`config.mk`:
```
export PLATFORM = sky130hd
export DESIGN_NAME = tcb_lib_arbiter
export DESIGN_NICKNAME = d
export VERILOG_FILES = /design/src/rtl/tcb_pkg.sv /design/src/rtl/tcb_lib_arbiter_pick.sv /design/src/rtl/tcb_lib_arbiter.sv
export SDC_FILE = /design/constraint.sdc
export NUM_CORES = 1
export LEC_CHECK = 0
export ABC_CLOCK_PERIOD_IN_PS = 3310
export CAP_MARGIN = 15
export CORE_AREA = 2 2 110 112
export DETAILED_ROUTE_END_ITERATION = 10
export DIE_AREA = 0 0 112 114
export SYNTH_ARGS = -nofsm -noshare
export SYNTH_HDL_FRONTEND = slang
export SYNTH_HIERARCHICAL = 1
export SYNTH_SLANG_ARGS = --single-unit
```
`constraint.sdc`:
```
create_clock -name clk -period 3.31 [get_ports clk]
set_input_delay 0.993 -clock clk [delete_from_list [all_inputs] [get_ports clk]]
set_output_delay 0.993 -clock clk [all_outputs]
set_load 0.05 [all_outputs]
```
`src/rtl/tcb_pkg.sv`:
```
// Shared TCB library definitions.
//   tcb_arb_mode_t  : arbitration mode (round-robin / fixed priority)
//   tcb_arb_state_t : arbiter ownership state
package tcb_pkg;

  typedef enum logic {
    TCB_ARB_RR,
    TCB_ARB_FIXED
  } tcb_arb_mode_t;

  typedef enum logic [1:0] {
    FREE,
    HOLD,
    LOCK
  } tcb_arb_state_t;

endpackage : tcb_pkg

```
`src/rtl/tcb_lib_arbiter_pick.sv`:
```
// Combinational requester selector.
//   vld : request valid per requester
//   ptr : round-robin start index (ignored in fixed mode)
//   gnt : one-hot grant, all zero when nothing is valid
//   idx : granted index (0 when nothing is valid)
// Round-robin: first valid at or after ptr, searching upward with wrap.
// Fixed: highest valid index wins.
module tcb_lib_arbiter_pick
  import tcb_pkg::*;
#(
  parameter int unsigned   N    = 2,
  parameter tcb_arb_mode_t MODE = TCB_ARB_RR,
  parameter int unsigned   PW   = (N > 1) ? $clog2(N) : 1
)(
  input  logic [N-1:0]  vld,
  input  logic [PW-1:0] ptr,
  output logic [N-1:0]  gnt,
  output logic [PW-1:0] idx
);

  int k;

  always_comb begin
    idx = '0;
    gnt = '0;
    k   = 0;
    if (MODE == TCB_ARB_RR) begin
      // Walk offsets from far to near so the nearest valid one wins.
      for (int off = int'(N) - 1; off >= 0; off--) begin
        k = int'(ptr) + off;
        if (k >= int'(N)) k = k - int'(N);
        if (vld[k]) idx = PW'(k);
      end
    end else begin
      for (int i = 0; i < int'(N); i++) begin
        if (vld[i]) idx = PW'(i);
      end
    end
    if (|vld) gnt[idx] = 1'b1;
  end

endmodule : tcb_lib_arbiter_pick

```
`src/rtl/tcb_lib_arbiter.sv`:
```
// TCB arbiter: shares one manager port among SPN requesters.
//   clk, rst           : clock, async active-high reset
//   sub_vld/lck/wen/adr/ben/wdt : per-requester request
//   sub_rdy            : per-requester ready
//   sub_rsp/rdt/err    : response strobe, broadcast read data, gated error
//   man_*              : muxed request to the manager, man_rdy/rdt/err back
// Grants are held across stalls (HOLD) and locked sequences (LOCK);
// responses return to the issuer DLY cycles after the transfer.
module tcb_lib_arbiter
  import tcb_pkg::*;
#(
  parameter  int unsigned SPN = 2,
  parameter  int unsigned ABW = 32,
  parameter  int unsigned DBW = 32,
  parameter  int unsigned SLW = 8,
  parameter  int unsigned DLY = 1,
  parameter  int unsigned RR  = 1,
  localparam int unsigned BEW = DBW / SLW,
  localparam int unsigned IW  = $clog2(SPN)
)(
  input  logic                     clk,
  input  logic                     rst,
  input  logic [SPN-1:0]           sub_vld,
  input  logic [SPN-1:0]           sub_lck,
  input  logic [SPN-1:0]           sub_wen,
  input  logic [SPN-1:0][ABW-1:0]  sub_adr,
  input  logic [SPN-1:0][BEW-1:0]  sub_ben,
  input  logic [SPN-1:0][DBW-1:0]  sub_wdt,
  output logic [SPN-1:0]           sub_rdy,
  output logic [SPN-1:0]           sub_rsp,
  output logic [DBW-1:0]           sub_rdt,
  output logic [SPN-1:0]           sub_err,
  output logic                     man_vld,
  output logic                     man_lck,
  output logic                     man_wen,
  output logic [ABW-1:0]           man_adr,
  output logic [BEW-1:0]           man_ben,
  output logic [DBW-1:0]           man_wdt,
  input  logic                     man_rdy,
  input  logic [DBW-1:0]           man_rdt,
  input  logic                     man_err
);

  localparam tcb_arb_mode_t MODE = (RR != 0) ? TCB_ARB_RR : TCB_ARB_FIXED;

  tcb_arb_state_t state_q, state_d;
  logic [IW-1:0]  own_q, own_d, ptr_q, ptr_d;
  logic [IW-1:0]  own, pick_idx;
  logic [SPN-1:0] pick_gnt, own_oh;
  logic           trn;
  logic           rsp_vld;
  logic [IW-1:0]  rsp_idx;

  tcb_lib_arbiter_pick #(.N(SPN), .MODE(MODE), .PW(IW)) u_pick (
    .vld (sub_vld),
    .ptr (ptr_q),
    .gnt (pick_gnt),
    .idx (pick_idx)
  );

  // Only FREE re-arbitrates; otherwise the registered owner keeps the port.
  assign own    = (state_q == FREE) ? pick_idx : own_q;
  assign own_oh = (state_q == FREE) ? pick_gnt : (SPN'(1) << own_q);

  assign man_vld = (state_q == FREE) ? |sub_vld : sub_vld[own_q];
  assign man_lck = man_vld & sub_lck[own];
  assign man_wen = man_vld & sub_wen[own];
  assign man_adr = man_vld ? sub_adr[own] : '0;
  assign man_ben = man_vld ? sub_ben[own] : '0;
  assign man_wdt = man_vld ? sub_wdt[own] : '0;

  assign trn     = man_vld & man_rdy;
  assign sub_rdy = (man_vld & man_rdy) ? own_oh : '0;

  always_comb begin
    state_d = state_q;
    own_d   = own;
    ptr_d   = ptr_q;
    if (trn) ptr_d = (own == IW'(SPN - 1)) ? '0 : own + 1'b1;
    case (state_q)
      FREE: begin
        if (trn)          state_d = man_lck ? LOCK : FREE;
        else if (man_vld) state_d = HOLD;
      end
      HOLD, LOCK: begin
        if (trn) state_d = man_lck ? LOCK : FREE;
      end
      default: state_d = FREE;
    endcase
  end

  always_ff @(posedge clk or posedge rst) begin
    if (rst) begin
      state_q <= FREE;
      own_q   <= '0;
      ptr_q   <= '0;
    end else begin
      state_q <= state_d;
      own_q   <= own_d;
      ptr_q   <= ptr_d;
    end
  end

  // Response routing: {valid, index} pushed every cycle, read at the tail.
  generate
    if (DLY == 0) begin : g_dly0
      assign rsp_vld = trn;
      assign rsp_idx = own;
    end else begin : g_pipe
      logic [DLY-1:0]         rsp_vld_q, rsp_vld_d;
      logic [DLY-1:0][IW-1:0] rsp_idx_q, rsp_idx_d;

      always_comb begin
        rsp_vld_d    = '0;
        rsp_idx_d    = '0;
        rsp_vld_d[0] = trn;
        rsp_idx_d[0] = own;
        for (int i = 1; i < int'(DLY); i++) begin
          rsp_vld_d[i] = rsp_vld_q[i-1];
          rsp_idx_d[i] = rsp_idx_q[i-1];
        end
      end

      always_ff @(posedge clk or posedge rst) begin
        if (rst) begin
          rsp_vld_q <= '0;
          rsp_idx_q <= '0;
        end else begin
          rsp_vld_q <= rsp_vld_d;
          rsp_idx_q <= rsp_idx_d;
        end
      end

      assign rsp_vld = rsp_vld_q[DLY-1];
      assign rsp_idx = rsp_idx_q[DLY-1];
    end
  endgenerate

  assign sub_rsp = rsp_vld ? (SPN'(1) << rsp_idx) : '0;
  assign sub_err = sub_rsp & {SPN{man_err}};
  assign sub_rdt = man_rdt;

endmodule : tcb_lib_arbiter

```
==> impl_metrics.toml <==
[timing]
rsz0062_at_grt = "yes"
fin_skew_ns = 0.00285
worst_pin_slew_ns = 0.503
hold_viol_final = 0
fin_crit_ns = 3.32
slew_viol_final = 0
slew_headroom_pct = 66.4
finalSetupViolCount = 5
fin_ws_ns = -0.00828
max_freq_mhz = 301
finalCritPeriodShare_pct = 100
hold_slack_ns = 0.523

[detailed_routing]
drc = 0
wl_met1_mm = 3.92
ant_nets = 0
top_layer_used = "met4"
firstDrtPassIters = 4
via_count = 2924
met3RoutedLength_um = 934
drtIter0Drc = 78
wl_per_cell_um = 15.6
vias_per_cell = 4.38
wl_met2_mm = 5.26
routed_wirelength_mm = 10.4

[critical_path]
worst-path-max-fanout = 7
r2r_slack_ns = 0.98
start_kind = "primary input"
path_class = "in2out"
cp.arrival_ns = 2.33
worstPathRequired_ns = 2.32
crit_path_end_kind = "output pin"

[synthesis]
synth_top_area_share_pct = 30.5
syn_nets = 493
syn_inst = 312
synth_area_mm2 = 0.00201
synth-seq-cells = 5
yosys.area.top_type = "a21oi_2"
ys_warn_count = 6
avgSynthCellArea_um2 = 6.43
ys.flop_type = "dfrtp_1"
ys_types = 35
synth-edff-count = 0
ys_seq_area_share_pct = 6.23
synthTopCellsByArea = "a21oi_2, nand2_1, buf_4"
ys_async_sr_fraction_pct = 100

[pwr]
power_density_mw_per_mm2 = 1060
peakVddDrop_mv = 0.539
power_mw = 5.35
leakage_nw = 2.13

[place]
placed_area_mm2 = 0.00405
pre_cts_slack_ns = -0.363
io_buffers = 222
dp_hpwl_mm = 6.82
place_congestion = 0.788
numPlacedInstances = 644

[clock_network]
cts_hold_buf = 0
htreeDepth = 1
cts_sinks = 5
insertion_delay_ns = 0.23
cts_tree = "yes"
cts-root-buf = "clkbuf_16"
clkTransAtPathRegs_ns = 0.03
numCtsBuffers = 3
clock_path_buffers = 2

[die]
initial_core_util_pct = 17.1
core_area_mm2 = 0.0117
rows = 40
die_area_mm2 = 0.0128
die_h_um = 114
ios = 287
die_w_um = 112

[layout]
syn_to_final_growth_pct = 152
layout_commonest_cell = "clkdlybuf4s50_1"
diodes = 0
final_cells = 667
final_cell_mix = "clkdlybuf4s50_1, nand2_1, buf_6, a21oi_2, nand2_4"
drive_above_1_share_pct = 43.3
fin_nets = 702
final_cell_area_mm2 = 0.00506

[global_routing]
grt_usage_pct = 15.0
grt_pass1_vias = 3054
antenna_found_initial = 0
globalRouteOverflowTotal = 0
grt_max_degree = 38
grt_pass1_wl_mm = 15.5

[run_status]
violations = "negative setup slack"
outcome = "finished, violations left"

[run]
maxCapViolations = 0

[hold_path]
min_path_type = "reg2reg"
==> Yosys cell counts (2+ instances only) <==
cell type  number
inv_1           5
dfrtp_1         5
a21oi_2        70
nand2_1       143
buf_4          32
a21oi_1         2
ha_1            3
buf_2           4
clkbuf_1       10
buf_12          7
a21boi_1        2
and3_1          2
mux2_1          2
nor2_1          4
==> what timing repair did <==
item                       in CTS  in global routing
setup endpoints to repair      73                 61
resized for setup             120                 33
setup buffers                  11                  2
hold endpoints to repair        0                  0
gates cloned                    9                  0
pin swaps                      42                 32
==> power by group <==
group	leakage (nW)	switching, mW	internal [mW]
clock	0.0382	0.0422	0.160
combinational	2.03	2.96	2.07
sequential	0.0619	0.0299	0.0855
total	2.13	3.03	2.32
==> registers in the layout (all words and copies together) (netlist names) <==
name              flops
state_q               2
ptr_q                 1
g_pipe.rsp_vld_q      1
g_pipe.rsp_idx_q      1
==> cell type report <==
cell class | count | area [µm²]
Clock buffer | 4 | 78.8
Fill cell | 1158 | 6650
Inverter | 7 | 28.8
Multi-Input combinational cell | 246 | 1710
Sequential cell | 5 | 125
Tap cell | 147 | 184
Timing Repair Buffer | 258 | 2940
==> metrics by stage <==
| step | util [%] | TNS [ns] |
|---|---|---|
| 5_1_grt | 43.2 | -1.19 |
| 3_3_place_gp | 34.6 | -21.73 |
| 4_1_cts | 41.8 | -0.529 |
| 2_1_floorplan | - | 0 |
| 3_5_place_dp | 34.6 | -21.74 |
| 6_report | 43.2 | -0.0274 |
==> worst max-delay path, cell delays in order <==
cell	delay, ns
buf_6	0.09
a21boi_4	0.13
mux2i_4	0.15
buf_6	0.13
buf_12	0.09
buf_12	0.11
buf_12	0.11
buf_16	0.15
nand2_4	0.06
a21oi_4	0.14
buf_8	0.16
==> kinds of logic (layout without fill, tap and decap cells) <==
family | Yosys count | count (layout) | share of synthesized area, %
and+or+nand+nor | 161 | 161 | 32.2
AOI/OAI and AO/OA | 79 | 79 | 33.7
buffers and inverters | 61 | 269 | 23.8
DFF | 5 | 5 | 6.23
adders and majority gates | 3 | 3 | 1.87
muxes | 3 | 3 | 2.24
==> per-layer routing <==
metal	up-vias	global-route usage, %
li1	1392	-
met1	1341	17.1
met4	0	3.66
met5	-	0
met3	28	4.68
met2	163	27.4
==> worst paths after layout <==
kind,startpoint,end,cells past startpoint
max,sub_vld[1],man_wdt[9],11
min in group asynchronous,rst,g_pipe.rsp_vld_q,2
max in group asynchronous,rst,ptr_q,2
min,ptr_q,ptr_q,1
max reg2reg,state_q[1],state_q[1],11
min reg2reg,ptr_q,ptr_q,1
Power figures use the tool's default switching activity.
